===== src/rtl/alu_pkg.sv =====
`default_nettype none
// ----------------------------------------------------------------------------
// alu_pkg: opcodes, flag bit indices and datapath defaults shared by ALU and writeback.
// Revision: 1.0
// ----------------------------------------------------------------------------
package alu_pkg;

  localparam int DEF_WIDTH       = 32;
  localparam int DEF_OPCODE      = 4;
  localparam int DEF_REGS_CODING = 3;
  localparam int DEF_FLAGS       = 4;

  localparam int CARRY    = 0;
  localparam int SIGN     = 1;
  localparam int OVERFLOW = 2;
  localparam int ZERO     = 3;

  typedef enum logic [3:0] {
    OP_ADD  = 4'b0000,
    OP_SUB  = 4'b0001,
    OP_AND  = 4'b0010,
    OP_OR   = 4'b0011,
    OP_XOR  = 4'b0100,
    OP_NOT  = 4'b0101,
    OP_SHL  = 4'b0110,
    OP_SHR  = 4'b0111,
    OP_ROL  = 4'b1000,
    OP_ROR  = 4'b1001,
    OP_ADC  = 4'b1010,
    OP_SBB  = 4'b1011,
    OP_CMP  = 4'b1100,
    OP_INC  = 4'b1101,
    OP_DEC  = 4'b1110
  } alu_op_e;

endpackage : alu_pkg
`default_nettype wire


===== src/rtl/reg_scoreboard.sv =====
`default_nettype none
// ----------------------------------------------------------------------------
// reg_scoreboard: one busy bit per register, set/clear ports (set wins), two lookups.
// Revision: 1.0
// ----------------------------------------------------------------------------
module reg_scoreboard #(
  parameter int REGS_CODING = 3,
  parameter int NREGS       = 2 ** REGS_CODING
) (
  input  logic                   clk,
  input  logic                   rst,
  input  logic                   set_en,
  input  logic [REGS_CODING-1:0] set_addr,
  input  logic                   clr_en,
  input  logic [REGS_CODING-1:0] clr_addr,
  input  logic [REGS_CODING-1:0] lk_addr_a,
  input  logic [REGS_CODING-1:0] lk_addr_b,
  output logic                   busy_a,
  output logic                   busy_b
);

  logic [NREGS-1:0] busy_q;
  logic [NREGS-1:0] busy_d;

  always_comb begin
    busy_d = busy_q;
    if (clr_en) busy_d[clr_addr] = 1'b0;
    // Applied after the clear so a new producer keeps the register busy.
    if (set_en) busy_d[set_addr] = 1'b1;
  end

  always_ff @(posedge clk) begin
    if (rst) busy_q <= '0;
    else     busy_q <= busy_d;
  end

  assign busy_a = busy_q[lk_addr_a];
  assign busy_b = busy_q[lk_addr_b];

endmodule : reg_scoreboard
`default_nettype wire


===== src/rtl/alu_writeback.sv =====
`default_nettype none
// ----------------------------------------------------------------------------
// alu_writeback: commits ALU results to the regfile, holds flags, bypassed operand reads.
// Revision: 1.0
// ----------------------------------------------------------------------------
module alu_writeback
  import alu_pkg::*;
#(
  parameter int WIDTH       = DEF_WIDTH,
  parameter int OPCODE      = DEF_OPCODE,
  parameter int REGS_CODING = DEF_REGS_CODING,
  parameter int FLAGS       = DEF_FLAGS
) (
  input  logic                   clk,
  input  logic                   rst,
  input  logic                   issue_en,
  input  logic [OPCODE-1:0]      issue_opcode,
  input  logic [REGS_CODING-1:0] issue_dest,
  input  logic [WIDTH-1:0]       alu_result,
  input  logic [REGS_CODING-1:0] alu_dest,
  input  logic [FLAGS-1:0]       alu_flags,
  input  logic [REGS_CODING-1:0] rd_addr_a,
  input  logic [REGS_CODING-1:0] rd_addr_b,
  output logic [WIDTH-1:0]       rd_data_a,
  output logic [WIDTH-1:0]       rd_data_b,
  output logic                   rd_busy_a,
  output logic                   rd_busy_b,
  output logic [FLAGS-1:0]       flags,
  output logic                   cin,
  output logic                   wb_valid,
  output logic [REGS_CODING-1:0] wb_dest,
  output logic [WIDTH-1:0]       wb_data
);

  localparam int NREGS = 2 ** REGS_CODING;

  logic              pending_q, pending_d;
  logic [OPCODE-1:0] pend_op_q, pend_op_d;
  logic [FLAGS-1:0]  flags_q,   flags_d;
  logic [WIDTH-1:0]  regs_q [NREGS];
  logic [WIDTH-1:0]  regs_d [NREGS];

  logic commit_wr;
  logic hit_a, hit_b;
  logic sb_busy_a, sb_busy_b;

  // A compare only updates flags, so it neither writes nor bypasses.
  assign commit_wr = pending_q && (pend_op_q != OPCODE'(OP_CMP));

  always_comb begin
    pending_d = issue_en;
    pend_op_d = issue_en ? issue_opcode : pend_op_q;
    flags_d   = pending_q ? alu_flags : flags_q;
    regs_d    = regs_q;
    if (commit_wr) regs_d[alu_dest] = alu_result;
  end

  always_ff @(posedge clk) begin
    if (rst) begin
      pending_q <= 1'b0;
      pend_op_q <= '0;
      flags_q   <= '0;
      for (int i = 0; i < NREGS; i++) regs_q[i] <= '0;
    end else begin
      pending_q <= pending_d;
      pend_op_q <= pend_op_d;
      flags_q   <= flags_d;
      regs_q    <= regs_d;
    end
  end

  reg_scoreboard #(
    .REGS_CODING (REGS_CODING),
    .NREGS       (NREGS)
  ) u_scoreboard (
    .clk       (clk),
    .rst       (rst),
    .set_en    (issue_en),
    .set_addr  (issue_dest),
    .clr_en    (pending_q),
    .clr_addr  (alu_dest),
    .lk_addr_a (rd_addr_a),
    .lk_addr_b (rd_addr_b),
    .busy_a    (sb_busy_a),
    .busy_b    (sb_busy_b)
  );

  assign hit_a = commit_wr && (alu_dest == rd_addr_a);
  assign hit_b = commit_wr && (alu_dest == rd_addr_b);

  assign rd_data_a = hit_a ? alu_result : regs_q[rd_addr_a];
  assign rd_data_b = hit_b ? alu_result : regs_q[rd_addr_b];
  assign rd_busy_a = sb_busy_a && !hit_a;
  assign rd_busy_b = sb_busy_b && !hit_b;

  assign flags    = flags_q;
  assign cin      = flags_q[CARRY];
  assign wb_valid = pending_q;
  assign wb_dest  = alu_dest;
  assign wb_data  = alu_result;

endmodule : alu_writeback
`default_nettype wire


===== config.mk =====
export PLATFORM = sky130hd
export DESIGN_NAME = alu_writeback
export DESIGN_NICKNAME = d
export VERILOG_FILES = /design/src/rtl/alu_pkg.sv /design/src/rtl/reg_scoreboard.sv /design/src/rtl/alu_writeback.sv
export SDC_FILE = /design/constraint.sdc
export NUM_CORES = 1
export LEC_CHECK = 0
export BUFFER_PORTS_ARGS = -buffer_cell sky130_fd_sc_hd__buf_4
export CORE_ASPECT_RATIO = 1.2
export CORE_MARGIN = 2
export CORE_UTILIZATION = 55
export DETAILED_ROUTE_END_ITERATION = 8
export HOLD_SLACK_MARGIN = 0.02
export PLACE_DENSITY = 0.77
export SLEW_MARGIN = 40
export SYNTH_ARGS = -nofsm -noshare
export SYNTH_HDL_FRONTEND = slang
export SYNTH_SLANG_ARGS = --single-unit

===== constraint.sdc =====
create_clock -name clk -period 4.86 [get_ports clk]
set_input_delay 1.458 -clock clk [delete_from_list [all_inputs] [get_ports clk]]
set_output_delay 1.458 -clock clk [all_outputs]
set_load 0.01 [all_outputs]

==> results by group, run 1 <==
Outcome
  – Outcome: complete, no violations

Synth
  – Register area share after synthesis: 0.371
  – Yosys top cell area share: 0.371
  – Yosys Warn Count: 0
  – Post-Syn Area per Cell: 9.30 sq um
  – Netlist cell types: 26
  – Top FF cell, synth: dfxtp_1
  – Synth cell count leaders: nand2_1, dfxtp_1, a21oi_1
  – Area leader, netlist: dfxtp_1
  – Syn Inst Count: 1,586
  – Post-synthesis register bit count: 273
  – Synth Net Count: 1,641
  – EDFF count, synth: 0
  – Area contributors post-synth: dfxtp_1, mux4_2, nand2_1, mux2_2, a21oi_1
  – Async set or reset register ratio after synthesis: 0
  – Post-Syn Area: 0.0148 sq mm
  – Count leader, synth: nand2_1

Global routing
  – Largest net degree at the start of global routing: 116
  – Initial antenna violation count: 1
  – Tot GR Track Use: 0.287
  – Total congestion overflow: 0
  – Vias in the first global route: 12.4k
  – First-pass GRT wire length: 64,700 microns

STA
  – RSZ-0062 raised after global routing: no
  – Final Cycle Share: 0.954
  – Post-route minimum period: 4640 ps
  – Final setup margin: 224 ps
  – FMAX: 0.216 GHz
  – Hold WS: 464 ps
  – Worst-margin pin slew: 830 ps
  – Final setup viols: 0
  – Setup TNS: 0 ps
  – Final Slew Violations: 0
  – Slew HR: 0.447
  – Worst Clk Skew: 27.2 ps
  – Hold Fails Final Rpt: 0

Floorplan
  – Die Y: 183 microns
  – # IOs: 162
  – Placeable Area: 0.0264 sq mm
  – Effective utilization at floorplan: 0.560
  – Placement Rows: 65
  – Die width: 153 microns
  – Full die area: 0.0282 sq mm

CTS
  – Num CTS Buffers: 28
  – Post-CTS setup buffer count: 0
  – H-tree levels: 1
  – Clock Tree Root: clkbuf_16
  – # resized after CTS: 0
  – # hold bufs at CTS: 0
  – Latest clock arrival within the worst-skew pair: 570 ps
  – Buffer levels on the longest clock path: 3
  – CTS clk-pin slew, worst paths: 70 ps
  – Clock sink count: 273
  – CTS tree: built

Routing
  – DRC Markers: 0
  – First DRT Iteration DRCs: 1,159
  – Post-route ant nets: 0
  – DR vias: 12.3k
  – Number of vias per cell: 6.21
  – DRT Wirelength: 41,300 microns
  – DR pass1 iterations: 5
  – Drt wl/cell: 20.9 microns

Setup path
  – Crit path arrival time: 3180 ps
  – Worst R2R Setup Slack: 2160 ps
  – Worst Path Max Fanout: 18
  – Critical path class: in2out
  – R2r endpoint: regs_q[202]
  – Critical Path Sink Type: output port
  – Worst Setup SP: rd_addr_b[1]
  – Crit start category: input pin
  – Worst EP required: 3400 ps
  – Worst R2R Start: wb_valid
  – R2R cell count: 5

Placed design
  – HPWL after DPL: 25,400 microns
  – Routability cong.: 0.803
  – Port bufs: 161
  – Pre-CTS setup slack: 248 ps
  – DP Area: 0.0158 sq mm

Power and ir drop
  – PD cells: 312 mW/mm^2
  – Peak supply drop: 0.000250 V
  – Leakage: 6.08 nW

Hold path
  – Worst hold endpoint: regs_q[200]
  – Hold Crit Class: reg2reg
  – Worst hold start: regs_q[200]
  – Hold depth: 2

Finish
  – Final net count: 1,673
  – Fin util: 0.642
  – Layout cells sized above 1: 0.322
  – Post-layout instance area: 0.0169 sq mm
  – Synth-to-layout area growth: 14.7%

Job
  – Max Cap Viol: 0
cell families (layout without fill, tap and decap cells):
logic type                count (synthesis)  count (layout)  synth area share
and+or+nand+nor                         560             560             0.153
DFF                                     273             273             0.371
buffers and inverters                   205             259            0.0739
AOI/OAI and AO/OA                       272             272            0.0926
muxes                                   270             270             0.306
other                                     0               1                 0
xor gates and xnor gates                  6               6           0.00356
layout make-up:
class / count / area [sq um]
fillers: 2098 / 9430
multi-input cells: 1108 / 8250
flip-flops and latches: 273 / 5470
repair buffers: 207 / 1710
clock buffers: 35 / 787
well taps: 335 / 419
clock inverters: 17 / 283
diodes: 1 / 2.50
stage by stage:
stage / total power, mW / std cells
6_report: 5.28 / 1976
5_1_grt: 5.42 / 1976
4_1_cts: 5.29 / 1975
3_5_place_dp: 2.86 / 1923
3_3_place_gp: 2.84 / 1921
2_1_floorplan: 2.69 / 1586
layer usage:
layer  track usage  vias up  routed length [microns]
li1              -     5519                        -
met1         0.351     6037                    15500
met2         0.504      614                    21100
met3        0.0388       96                     3320
met4         0.131        0                     1370
met5             0        -                        0
power breakdown:
part / leakage [nW] / internal, mW / switching, mW
Clock: 0.519 / 1.52 / 0.946
Combinational: 3.35 / 0.222 / 0.294
Sequential: 2.21 / 2.27 / 0.0245
worst max-delay path by stage:
stage / slack, ps / endpoint / cells past startpoint
4_1_cts: 240 / rd_data_b[0] / 7
6_report: 220 / rd_data_b[0] / 7
3_5_place_dp: 250 / rd_data_a[28] / 6
3_3_place_gp: 260 / rd_data_a[28] / 6
5_1_grt: 180 / rd_data_a[6] / 6
2_1_floorplan: 530 / rd_data_b[6] / 5
critical path, cell delays in order:
cell and delay [ps]:
buf_4 140, buf_12 160, xor2_1 180, nor4_4 280, buf_4 370, mux2_2 410, buf_4 150
flip-flops by register name (all words and copies together), names as in the netlist:
signal,flops
regs_q,256
u_scoreboard.busy_q,8
flags,4
pend_op_q,4
wb_valid,1
placed cells by master (no fill, tap or decap), drive strengths merged:
| cell type | Yosys | final |
|---|---|---|
| a21oi | 264 | 264 |
| and4bb | 1 | 1 |
| buf | 108 | 206 |
| bufinv | 0 | 7 |
| clkbuf | 97 | 36 |
| clkinv | 0 | 7 |
| clkinvlp | 0 | 3 |
| dfxtp | 273 | 273 |
| diode | 0 | 1 |
| mux2 | 128 | 128 |
| mux2i | 10 | 10 |
| mux4 | 132 | 132 |
| nand2 | 517 | 517 |
| nand2b | 4 | 4 |
| nand3 | 4 | 4 |
| nand4 | 1 | 1 |
| nor2 | 11 | 11 |
| nor2b | 4 | 4 |
| nor3 | 6 | 6 |
| nor4 | 4 | 4 |
| o21ai | 6 | 6 |
| o31ai | 2 | 2 |
| or3 | 6 | 6 |
| or4 | 2 | 2 |
| xor2 | 6 | 6 |
Power figures use the tool's default switching activity.
==> run 2: changes to the inputs <==
CORE_UTILIZATION = 33   (was 55)
PLACE_DENSITY = 0.51   (was 0.77)
==> results by group, run 2 (same netlist as run 1, synthesis figures left out) <==
Setup path
  – Crit-path most repeated cell: buf_4
  – Worst EP required: 3400 ps
  – Worst Path Max Fanout: 14
  – Crit-path slowest cell: mux4_2
  – Crit start category: input pin
  – Crit path arrival time: 3190 ps
  – Critical Path Sink Type: output port
  – Critical path class: in2out
  – Crit path cell chain: buf_4 > buf_4 > mux4_2 > mux2_2 > mux2_2 > buf_4
  – CP peak stage delay: 560 ps

Hold path
  – Hold Crit Class: reg2reg

Job
  – Max Cap Viol: 0

CTS
  – Clock Tree Root: clkbuf_16
  – Clock sink count: 273
  – Num CTS Buffers: 31
  – H-tree levels: 1
  – Buffer levels on the longest clock path: 3
  – # resized after CTS: 0
  – Latest clock arrival within the worst-skew pair: 580 ps
  – CTS clk-pin slew, worst paths: 60 ps
  – Post-CTS setup buffer count: 0
  – # hold bufs at CTS: 0
  – CTS tree: built

Global routing
  – First-pass GRT wire length: 73,300 microns
  – Total congestion overflow: 0
  – Largest net degree at the start of global routing: 114
  – Vias in the first global route: 12.0k
  – Tot GR Track Use: 0.205
  – Initial antenna violation count: 0

Floorplan
  – Full die area: 0.0464 sq mm
  – Die Y: 236 microns
  – Placeable Area: 0.0439 sq mm
  – Die width: 197 microns
  – Placement Rows: 84
  – # IOs: 162
  – Effective utilization at floorplan: 0.336

Routing
  – Post-route ant nets: 0
  – DRT Wirelength: 47,900 microns
  – Drt wl/cell: 21.7 microns
  – DRC Markers: 0
  – DR pass1 iterations: 5
  – DR vias: 11.9k
  – First DRT Iteration DRCs: 778
  – Number of vias per cell: 5.39

Finish
  – Largest Register: regs_q
  – Final net count: 1,686
  – Synth-to-layout area growth: 17.2%
  – Finished Layout Cells: 2,212
  – Diode count: 0
  – Footprint of the multi-input gates: 0.00826 sq mm
  – Layout cells sized above 1: 0.325
  – Most common cell after layout, fill and taps aside: nand2_1
  – Register area: 0.00547 sq mm
  – Commonest cells after routing, fill and taps aside: nand2_1, dfxtp_1, a21oi_1, buf_4, mux4_2
  – Fillers: 4,315
  – Top Registers: regs_q (256), u_scoreboard.busy_q (8)
  – Largest register FFs: 256

STA
  – RSZ-0062 raised after global routing: no
  – Final Slew Violations: 0
  – Final setup viols: 0
  – FMAX: 0.215 GHz
  – Slew HR: 0.423
  – Post-route minimum period: 4650 ps
  – Worst-margin pin slew: 866 ps
  – Final Cycle Share: 0.957
  – Worst Clk Skew: 13.2 ps
  – Hold Fails Final Rpt: 0
  – Setup TNS: 0 ps

Placed design
  – Routability cong.: 0.765
  – HPWL after DPL: 29,500 microns
  – Placed Cells: 2,157
  – Port bufs: 161

Power and ir drop
  – Peak supply drop: 0.000257 V
  – Leakage: 6.12 nW
  – PD cells: 306 mW/mm^2

Outcome
  – Outcome: complete, no violations
[run 2: cell count changes in the layout (fill, tap and decap cells not counted), sizes merged]
cell,previous run,this run
inv,0,1
diode,1,0
buf,206,216
bufinv,7,5
clkinv,7,4
clkbuf,36,43
[run 2: per-stage QoR]
step                utilization  hold slack [ps]  setup slack, ps  cell area (sq um)  total power [mW]
floorplan                     -              443              526              14800              2.69
global placement          0.369              448              187              16200              2.88
detailed placement        0.370              457              189              16200              2.89
CTS                       0.393              465              184              17300              5.33
global route              0.393              486              135              17300              5.46
finish                    0.393              464              208              17300              5.28
[run 2: critical path: cells and delay by family]
family	cells	cell delay, ps
buffers and inverters	3	630
multiplexers	3	1100
[run 2: final timing paths]
| path | from | endpoint | slack (ps) | cells after the start |
|---|---|---|---|---|
| worst max-delay path | rd_addr_b[0] | rd_data_b[17] | 210 | 6 |
| worst min-delay path | regs_q[191] | regs_q[191] | 460 | 2 |
| worst max register to register | wb_valid | regs_q[233] | 2030 | 5 |
| worst min register to register | regs_q[191] | regs_q[191] | 460 | 2 |
[run 2: layout make-up]
type                       instances  share of cell area
multi-input combinational       1108               0.478
sequential                       273               0.316
timing repair buffer             217               0.105
clock buffer                      42              0.0490
tap                              559              0.0405
clock inverter                    13              0.0117
[run 2: per-layer routing]
layer	vias up	part of all wire	GRT usage	wire length (microns)
met2	355	0.52	0.364	24700
met3	83	0.045	0.0234	2160
met1	5929	0.41	0.258	19700
met4	0	0.029	0.0679	1390
met5	-	0	0	0
li1	5555	-	-	-
[run 2: report_power, final]
part	switching, mW	internal (mW)	total (mW)
logic	0.308	0.229	0.537
clock network	0.969	1.48	2.45
registers	0.0246	2.27	2.30
==> run 3: changes to the inputs <==
CORE_MARGIN = 10   (was 2)
==> results by group, run 3 (same netlist as run 1, synthesis figures left out) <==
Routing
  – DR pass1 iterations: 5
  – Number of vias per cell: 5.36
  – First DRT Iteration DRCs: 825
  – Post-route ant nets: 0
  – Drt wl/cell: 21.8 microns
  – DRC Markers: 0
  – DR vias: 11.9k
  – DRT Wirelength: 48,300 microns

Hold path
  – Hold Crit Class: reg2reg
  – Worst hold start: regs_q[177]

Setup path
  – WP buf/inv: 4
  – Crit-path slowest cell: mux2_2
  – Largest delay share family, worst path: buffers and inverters
  – Crit path arrival time: 3200 ps
  – CP peak stage delay: 380 ps
  – Worst R2R Start: wb_valid
  – Worst Path Max Fanout: 26
  – Critical path class: in2out
  – Critical Path Sink Type: output port
  – Worst Setup SP: rd_addr_b[0]
  – Crit path cell chain: buf_4 > buf_12 > xor2_1 > nor4_4 > buf_4 > mux2_2 > buf_4
  – Crit-path most repeated cell: buf_4
  – Crit start category: input pin
  – Worst EP required: 3400 ps

Placed design
  – Pre-CTS setup slack: 186 ps
  – Port bufs: 161
  – HPWL after DPL: 31,300 microns
  – Placed Cells: 2,157
  – Routability cong.: 0.781
  – DP Area: 0.0163 sq mm

Finish
  – Top Registers: regs_q (256), u_scoreboard.busy_q (8)
  – Register area: 0.00547 sq mm
  – Commonest cells after routing, fill and taps aside: nand2_1, dfxtp_1, a21oi_1, buf_4, mux4_2
  – Synth-to-layout area growth: 16.8%
  – Largest Register: regs_q
  – Layout cells sized above 1: 0.325
  – Footprint of the multi-input gates: 0.00825 sq mm
  – Diode count: 0
  – Largest register FFs: 256
  – Fillers: 4,317
  – Fin util: 0.391
  – Final net count: 1,685
  – Most common cell after layout, fill and taps aside: nand2_1
  – Finished Layout Cells: 2,213
  – Post-layout instance area: 0.0172 sq mm

Global routing
  – Largest net degree at the start of global routing: 120
  – Initial antenna violation count: 0
  – Vias in the first global route: 12.1k
  – First-pass GRT wire length: 73,800 microns
  – Tot GR Track Use: 0.177
  – Total congestion overflow: 0

STA
  – Worst Clk Skew: 5.92 ps
  – Final setup viols: 0
  – Worst-margin pin slew: 836 ps
  – Post-route minimum period: 4660 ps
  – Final Slew Violations: 0
  – Hold WS: 464 ps
  – Final Cycle Share: 0.959
  – Slew HR: 0.442
  – Setup TNS: 0 ps
  – FMAX: 0.215 GHz
  – RSZ-0062 raised after global routing: no
  – Final setup margin: 198 ps
  – Hold Fails Final Rpt: 0

CTS
  – Latest clock arrival within the worst-skew pair: 560 ps
  – Buffer levels on the longest clock path: 3
  – Clock Tree Root: clkbuf_16
  – Post-CTS setup buffer count: 0
  – # resized after CTS: 0
  – CTS tree: built
  – # hold bufs at CTS: 0
  – Clock sink count: 273
  – Num CTS Buffers: 30
  – CTS clk-pin slew, worst paths: 60 ps
  – H-tree levels: 1

Outcome
  – Outcome: complete, no violations

Floorplan
  – Die width: 213 microns
  – # IOs: 162
  – Die Y: 252 microns
  – Effective utilization at floorplan: 0.335
  – Placement Rows: 84
  – Full die area: 0.0536 sq mm
  – Placeable Area: 0.0440 sq mm

Power and ir drop
  – PD cells: 295 mW/mm^2
  – Logic pwr share: 0.106
  – Clk pwr share: 0.443
  – Int Pwr: 3.79 mW
  – Peak supply drop: 0.000230 V
  – Leakage: 6.10 nW
  – Sequential Power Share: 0.452
  – Sw Share: 0.254
  – Sw power: 1.29 mW
  – Total power: 5.08 mW

Job
  – Max Cap Viol: 0
-- run 3: area by class of cell --
type,count,area share
clock buffer,42,0.0503
tap,559,0.0406
timing repair buffer,217,0.107
multi-input combinational,1108,0.479
clock inverter,14,0.00596
sequential,273,0.317
-- run 3: worst reg2reg max path: cells and delay by family (launching register included) --
family / cells / cell delay [ps]
flip-flops: 1 / 630
AO/OA/AOI/OAI: 1 / 70
AND/OR/NAND/NOR: 3 / 1690
buffers and inverters: 1 / 370
-- run 3: per-layer routing --
metal / vias to the layer above / track usage / part of all wire
met5: - / 0 / 0
met4: 0 / 0.0415 / 0.016
met1: 5938 / 0.220 / 0.42
met3: 53 / 0.0244 / 0.053
met2: 310 / 0.315 / 0.51
li1: 5554 / - / -
-- run 3: worst paths after layout --
| kind | depth (start not counted) | end | slack (ps) |
|---|---|---|---|
| worst max-delay path | 7 | rd_data_b[16] | 200 |
| worst min-delay path | 2 | regs_q[177] | 460 |
| worst max register to register | 5 | regs_q[214] | 1960 |
| worst min register to register | 2 | regs_q[177] | 460 |
-- run 3: power by group through the flow --
stage / Clock [mW] / Sequential [mW] / Combinational, mW
6_report: 2.25 / 2.30 / 0.537
5_1_grt: 2.40 / 2.30 / 0.577
4_1_cts: 2.31 / 2.29 / 0.546
3_5_place_dp: 0 / 2.34 / 0.545
3_3_place_gp: 0 / 2.34 / 0.540
2_1_floorplan: 0 / 2.34 / 0.350
